==> src/rtl/fetch_unit_pkg.sv <==
// Shared configuration for the fetch stage: instruction/word widths, the NOP
// that fills an empty IF/ID slot, and the fetch state encoding.
package fetch_unit_pkg;

  localparam int XLEN       = 32;
  localparam int INST_WIDTH = 32;

  // addi x0, x0, 0
  localparam logic [INST_WIDTH-1:0] NOP_INST = 32'h0000_0013;

  typedef enum logic [1:0] {
    BOOT = 2'd0,
    RUN  = 2'd1,
    TRAP = 2'd2
  } fetch_state_t;

  // A redirect target is usable only when it is word aligned.
  function automatic logic is_aligned(input logic [XLEN-1:0] addr);
    return (addr[1:0] == 2'b00);
  endfunction

endpackage

==> src/rtl/fetch_unit_if_id_reg.sv <==
// IF/ID pipeline register: valid bit, instruction word and its PC.
// Priority among the controls is trap > kill > load > hold.
// A trap kills the slot and records the faulting target in pc.
module if_id_reg
  import fetch_unit_pkg::*;
(
  input  logic                  clk_i,
  input  logic                  rst_n_i,
  input  logic                  load,
  input  logic                  kill,
  input  logic                  trap,
  input  logic [INST_WIDTH-1:0] inst_d,
  input  logic [XLEN-1:0]       pc_d,
  input  logic [XLEN-1:0]       trap_pc,
  output logic                  valid,
  output logic [INST_WIDTH-1:0] inst,
  output logic [XLEN-1:0]       pc
);

  // Slot update: an empty slot always carries NOP so decode never sees stale bits.
  always_ff @(posedge clk_i) begin
    if (!rst_n_i) begin
      valid <= 1'b0;
      inst  <= NOP_INST;
      pc    <= '0;
    end else if (trap) begin
      valid <= 1'b0;
      inst  <= NOP_INST;
      pc    <= trap_pc;
    end else if (kill) begin
      valid <= 1'b0;
      inst  <= NOP_INST;
    end else if (load) begin
      valid <= 1'b1;
      inst  <= inst_d;
      pc    <= pc_d;
    end
  end

endmodule

==> src/rtl/fetch_unit.sv <==
// Instruction-fetch stage. Owns the PC, drives the instruction memory byte
// address and captures the returned word into the IF/ID register.
//
// Handshake: valid_o/ready_i follow valid/ready rules. The IF/ID slot is
// consumed on a cycle where valid_o && ready_i && !stall_i; while valid_o is
// high and the slot is not consumed, inst_o/pc_o are held stable. Redirect and
// flush may withdraw valid_o at any time (wrong-path kill).
module fetch_unit
  import fetch_unit_pkg::*;
#(
  parameter int           MEM_SIZE = 1024,
  parameter logic [31:0]  RESET_PC = 32'h0000_0000,
  localparam int          ADDR_W   = $clog2(MEM_SIZE)
) (
  input  logic                  clk_i,
  input  logic                  rst_n_i,
  input  logic                  stall_i,
  input  logic                  flush_i,
  input  logic                  redirect_i,
  input  logic [31:0]           redirect_pc_i,
  output logic [ADDR_W-1:0]     imem_addr_o,
  input  logic [INST_WIDTH-1:0] imem_inst_i,
  output logic                  valid_o,
  input  logic                  ready_i,
  output logic [INST_WIDTH-1:0] inst_o,
  output logic [31:0]           pc_o,
  output logic [31:0]           pc_plus4_o,
  output logic                  misaligned_o,
  output logic [1:0]            dbg_state_o
);

  fetch_state_t    state_q, state_d;
  logic [XLEN-1:0] pc_q, pc_d;
  logic            adv;
  logic            load;
  logic            kill;
  logic            trap;

  // Memory is addressed straight from the PC; high bits alias.
  assign imem_addr_o  = pc_q[ADDR_W-1:0];
  assign pc_plus4_o   = pc_o + 32'd4;
  assign misaligned_o = (state_q == TRAP);
  assign dbg_state_o  = state_q;

  // PC and fetch state registers.
  always_ff @(posedge clk_i) begin
    if (!rst_n_i) begin
      pc_q    <= RESET_PC;
      state_q <= BOOT;
    end else begin
      pc_q    <= pc_d;
      state_q <= state_d;
    end
  end

  // Next PC/state and IF/ID controls; redirect outranks everything but reset.
  always_comb begin
    state_d = state_q;
    pc_d    = pc_q;
    load    = 1'b0;
    kill    = 1'b0;
    trap    = 1'b0;
    adv     = !stall_i && (!valid_o || ready_i);
    if (redirect_i) begin
      kill = 1'b1;
      if (is_aligned(redirect_pc_i)) begin
        pc_d    = redirect_pc_i;
        state_d = RUN;
      end else begin
        trap    = 1'b1;
        state_d = TRAP;
      end
    end else begin
      case (state_q)
        BOOT: begin
          kill    = flush_i;
          state_d = RUN;
        end
        RUN: begin
          kill = flush_i;
          if (adv) begin
            // A flushed fetch is discarded but the PC still moves on.
            load = !flush_i;
            pc_d = pc_q + 32'd4;
          end
        end
        TRAP: begin
          kill = 1'b1;
        end
        default: begin
          state_d = BOOT;
        end
      endcase
    end
  end

  if_id_reg u_if_id (
    .clk_i   (clk_i),
    .rst_n_i (rst_n_i),
    .load    (load),
    .kill    (kill),
    .trap    (trap),
    .inst_d  (imem_inst_i),
    .pc_d    (pc_q),
    .trap_pc (redirect_pc_i),
    .valid   (valid_o),
    .inst    (inst_o),
    .pc      (pc_o)
  );

endmodule
==> config.mk <==
export PLATFORM = sky130hd
export DESIGN_NAME = fetch_unit
export DESIGN_NICKNAME = d
export VERILOG_FILES = /design/src/rtl/fetch_unit_pkg.sv /design/src/rtl/fetch_unit_if_id_reg.sv /design/src/rtl/fetch_unit.sv
export SDC_FILE = /design/constraint.sdc
export NUM_CORES = 1
export LEC_CHECK = 0
export CORE_MARGIN = 3
export CORE_UTILIZATION = 34
export DETAILED_ROUTE_END_ITERATION = 10
export MAX_ROUTING_LAYER = met4
export PLACE_DENSITY_LB_ADDON = 0.15
export SYNTH_ARGS = -nofsm -noshare
export SYNTH_HDL_FRONTEND = slang
export SYNTH_SLANG_ARGS = --single-unit
==> constraint.sdc <==
create_clock -name clk_i -period 2.7 [get_ports clk_i]
set_clock_uncertainty 0.05 [all_clocks]
set_input_delay 0.54 -clock clk_i [delete_from_list [all_inputs] [get_ports clk_i]]
set_output_delay 0.54 -clock clk_i [all_outputs]
set_load 0.02 [all_outputs]
# Yosys cells after proc, flatten, opt, wreduce, memory -nomap -nowiden
# Cells that the tools add are included.
totals:
  register_bits: 99
  output_inout_bits: 110
  wordCells: 45
  in_bits: 70
op_classes:
  n_addsub: 2
  n_eq_ne: 5
  n_mux: 17
  reduce_logical: 15
  bitwise_logic: 1
ops:
  columns: ["cell", "count"]
  rows:
  - ["$mux W32", 7]
  - ["$add A32 B3 Y32 const B", 2]
  - ["$mux W1", 6]
  - ["$ne A2 B1 Y1 const B", 3]
  - ["$reduce_bool A2 Y1", 3]
  - ["$logic_not A2 Y1", 2]
  - ["$mux W2", 2]
  - ["$pmux W2 S2", 1]
  - ["$reduce_or A2 Y1", 2]
  - ["$logic_not A1 Y1", 3]
  - ["$reduce_and A3 Y1", 1]
  - ["$reduce_or A3 Y1", 1]
  - ["$eq A2 B1 Y1 const B", 1]
  - ["$eq A2 B2 Y1 const B", 1]
  - ["$pmux W1 S2", 1]
  - ["$reduce_and A2 Y1", 1]
  - ["$logic_and A1 B1 Y1", 1]
  - ["$logic_or A1 B1 Y1", 1]
  - ["$not A1 Y1", 1]

# Logic depth before layout (Yosys ltp)
logic_depth:
  word_depth: 9
  mapped_depth: 9
  depth_no_buf: 7

# Modules after synthesis
# From an unflattened synthesis, not the netlist that was laid out.
hier_totals:
  cells_unflattened: 620
  area_unflattened_um2: 5256.3
modules_own_cells:
  columns: ["module", "cells_each", "instances", "seq_area_each_um2", "area_per_inst_um2"]
  rows:
  - ["fetch_unit", 369, 1, 680.7, 2705.1]
  - ["if_id_reg", 251, 1, 1301.2, 2551.2]

# Worst setup path before layout
# Ideal clock, no wire load.
synth_timing:
  path_kind: "reg-to-output"
  from: "register u_if_id.pc[4]"
  to: "output port pc_plus4_o[29]"
  arrival_ps: 1953
  n_path_buf: 0
  slack_ps: 157
  required_ps: 2110
  path_stages_with_launch: 6
  path_cell_list: "dfxtp_1 -> nand4_1 -> nor4_2 -> nand3_1 -> nor3_1 -> xor2_1"
synth_between:
  elab_chain_cells: 1
synth_lines:
  columns: ["element", "line_no", "text"]
  rows:
  - ["from (decl)", "fetch_unit_if_id_reg.sv:17", "output logic [XLEN-1:0] pc"]
  - ["from (signal assigned)", "fetch_unit_if_id_reg.sv:29", "pc <= trap_pc;"]
  - ["from (signal assigned)", "fetch_unit_if_id_reg.sv:36", "pc <= pc_d;"]
  - ["$add A32 B3 Y32", "fetch_unit.sv:41", "assign pc_plus4_o = pc_o + 32'd4;"]
  - ["to (decl)", "fetch_unit.sv:27", "output logic [31:0] pc_plus4_o,"]
# Every way passes these cells.

# Worst setup path after layout
layout_timing:
  from: "register u_if_id.pc[2]"
  to: "output port pc_plus4_o[28]"
# Same word-level chain as after synthesis.

==> results.py <==
metrics = {
    "run_status": {
        "status": "completed",
    },
    "synth": {
        "avgSynthCellArea_sq_um": 7.615,
        "yosysWarnings": 0,
        "synthArstFlopShare_pct": 0,
        "synth-adder-area-share_pct": 1.162,
        "synth_cells": 707,
        "ys_seq_area_share_pct": 36.81,
        "synth_top_area_share_pct": 36.81,
        "synthFlopType": "dfxtp_1",
        "synth_cell_type_count": 51,
        "synth-xor-area-share_pct": 4.555,
        "syn_area_sq_um": 5384,
        "yosys.cell_count.top_type": "nand2_1",
        "syn-num-nets": 782,
        "synth_compound_area_share_pct": 16.92,
        "synth_edf_count": 0,
        "synth_common_cells": "nand2_1 (102), dfxtp_1 (99), nor2_1 (72), a21oi_1 (55), o21ai_0 (48)",
        "synth_top_family_by_area": "simple AND/OR/NAND/NOR gates",
        "ys_seq_elements": 99,
        "synth.area.mux_share_pct": 2.231,
        "yosys.area.top_type": "dfxtp_1",
        "synthTopCellsByArea": "dfxtp_1 (37%), nand2_1 (7.1%), a21oi_1 (5.1%)",
        "synthSimpleGateAreaFrac_pct": 32.07,
    },
    "route": {
        "dr.pass1.iters": 5,
        "drc_errors": 0,
        "vias": 5759,
        "drt-total-wl_um": 18010,
        "drtIter0Drc": 436,
        "wl_per_cell_um": 16.30,
        "viasPerCell": 5.212,
        "drtAntennaViolNets": 0,
    },
    "cts": {
        "cts_sinks": 99,
        "cts.reportedPaths.clkPinSlew_ns": 0.06,
        "cts_hold_buf": 0,
        "htree_levels": 3,
        "cts_inserted_buffers": 9,
        "clockBufferDepth": 2,
        "insertion_delay_ns": 0.35,
        "cts-root-buf": "clkbuf_16",
        "cts_tree": "done",
    },
    "sta": {
        "fin_crit_sh_pct": 98.39,
        "max_freq_mhz": 376.4,
        "maxSlewHeadroom_pct": 25.19,
        "tns_ns": 0,
        "finalSetupViolations": 0,
        "worst_slew_pin_slew_ns": 1.119,
        "finalHoldViolations": 0,
        "holdWs_ns": 0.4045,
        "slew_violations": 0,
        "grt_setup_unrepaired": "yes",
        "post-route-min-period_ns": 2.657,
    },
    "floorplanning": {
        "start_util_pct": 35.03,
        "fp.coreArea_sq_um": 15370,
        "chipWidth_um": 131.8,
        "dieArea_sq_um": 17380,
        "core.rowCount": 45,
        "io_pins": 180,
        "die_height_um": 131.8,
    },
    "grt": {
        "antenna_found_initial": 0,
        "grtUsageTotal_pct": 20.85,
        "grt_pass1_wl_um": 29260,
        "grt_max_degree": 53,
        "grt_overflow": 0,
        "grt_pass1_vias": 5520,
    },
    "setup_path": {
        "arrival_ns": 2.07,
        "worst_setup_path_end_kind": "output pin",
        "cp.required_ns": 2.11,
        "crit_type": "register to output pin",
        "crit_fanout": 6,
        "start_kind": "register",
    },
    "final_layout": {
        "drive_gt1_share_pct": 14.32,
        "final_cells": 1105,
        "area_growth_pct": 47.36,
        "fin_util_pct": 51.62,
        "antennaDiodeCount": 0,
        "fin_area_sq_um": 7934,
        "nets": 966,
    },
    "flow_run": {
        "maxCapViolCount": 0,
    },
    "power": {
        "share_comb_of_total_power_pct": 21.0,
        "pwr_density_cell_nw_per_um2": 468.0,
        "swShare_pct": 27.74,
        "p_clk_share_pct": 35.8,
        "power.share.sequential_pct": 43.2,
        "ir_worst_vdd_mv": 0.3084,
        "power_leakage_nw": 2.983,
        "switching_power_w": 0.001030,
        "p_int_w": 0.002683,
    },
    "placement": {
        "port-buffer-count": 179,
        "placed_cell_area_sq_um": 7570,
        "place_congestion": 0.8759,
        "placed_cells": 1087,
        "detailed_place_hpwl_um": 13400,
    },
    "hold_path": {
        "min_path_type": "register to register",
    },
}
==> what timing repair did <==
item | 4_1_cts | 5_1_grt
setup endpoints to repair | 20 | 18
resized for setup | 40 | 49
setup buffers | 2 | 2
pin swaps | 2 | 8
==> placed cells by master, fill, tap and decap left out, types with 9 or more instances in the layout <==
master and n:
nor3_2 20, and3_1 17, nand2_1 102, dfxtp_1 92, o21ai_0 47, o22ai_1 11, inv_1 11, buf_4 52
nand3_1 31, xor2_1 9, nand4_1 19, mux2i_1 12, clkbuf_16 9, nor3_1 46, xnor2_1 19, a21oi_1 55
clkdlybuf4s50_1 154, nor2_1 70
==> cell families (layout without fill, tap and decap cells) <==
logic type | after synthesis | in the layout
flops | 99 | 99
mux | 12 | 12
simple gates | 337 | 337
compound gates | 154 | 154
xor+xnor | 28 | 28
fa+ha+maj | 5 | 5
buf+inv | 72 | 259
==> state kept, by name, summed over array words and instances (netlist names) <==
signal         count
u_if_id.valid      1
u_if_id.pc        32
dbg_state_o        2
u_if_id.inst      32
pc_q              32
==> worst max-delay path, stage by stage (launching register included) <==
cell     delay, ns
dfxtp_2       0.34
buf_6         0.11
ha_4          0.14
nand3_4       0.07
nor4_4        0.24
buf_4         0.19
buf_6         0.11
nand3_4       0.09
nor2_4        0.13
xnor2_1       0.13
buf_4         0.17
==> routing by layer <==
layer | share of wire (%) | global-route usage, %
met5 | 0 | -
met4 | 0.85 | 4.142
met3 | 8.0 | 5.534
met2 | 42 | 29.20
met1 | 49 | 30.18
==> power groups by stage <==
stage               Combinational (W)  Clock (W)  Sequential, W
finish                       0.000781    0.00133        0.00160
global route                 0.000844    0.00143        0.00161
CTS                          0.000784    0.00137        0.00160
detailed placement           0.000796          0        0.00163
global placement             0.000788          0        0.00163
floorplan                    0.000330          0        0.00168
==> worst paths after layout <==
kind,from,end,slack (ns),cells after the start
worst max-delay path,u_if_id.pc[2],pc_plus4_o[28],0.04,10
worst min-delay path,u_if_id.inst[18],u_if_id.inst[18],0.40,2
worst max register to register,dbg_state_o[1],pc_q[13],0.55,6
worst min register to register,u_if_id.inst[18],u_if_id.inst[18],0.40,2
==> cell type report <==
| cell class | instances | area (sq um) |
|---|---|---|
| well taps | 211 | 264.0 |
| clock buffers | 12 | 266.5 |
| inverters | 11 | 41.29 |
| multi-input cells | 536 | 3147 |
| clock inverters | 2 | 35.03 |
| fillers | 1507 | 7437 |
| flip-flops and latches | 99 | 1991 |
| repair buffers | 234 | 2190 |
==> through the flow <==
step	total power, W	setup WS, ns
floorplan	0.002008	0.1570
global placement	0.002417	-0.02314
detailed placement	0.002427	-0.1250
CTS	0.003749	-0.01159
global route	0.003884	-0.08861
finish	0.003713	0.04341
No activity file was read; power rests on OpenSTA's default activity.
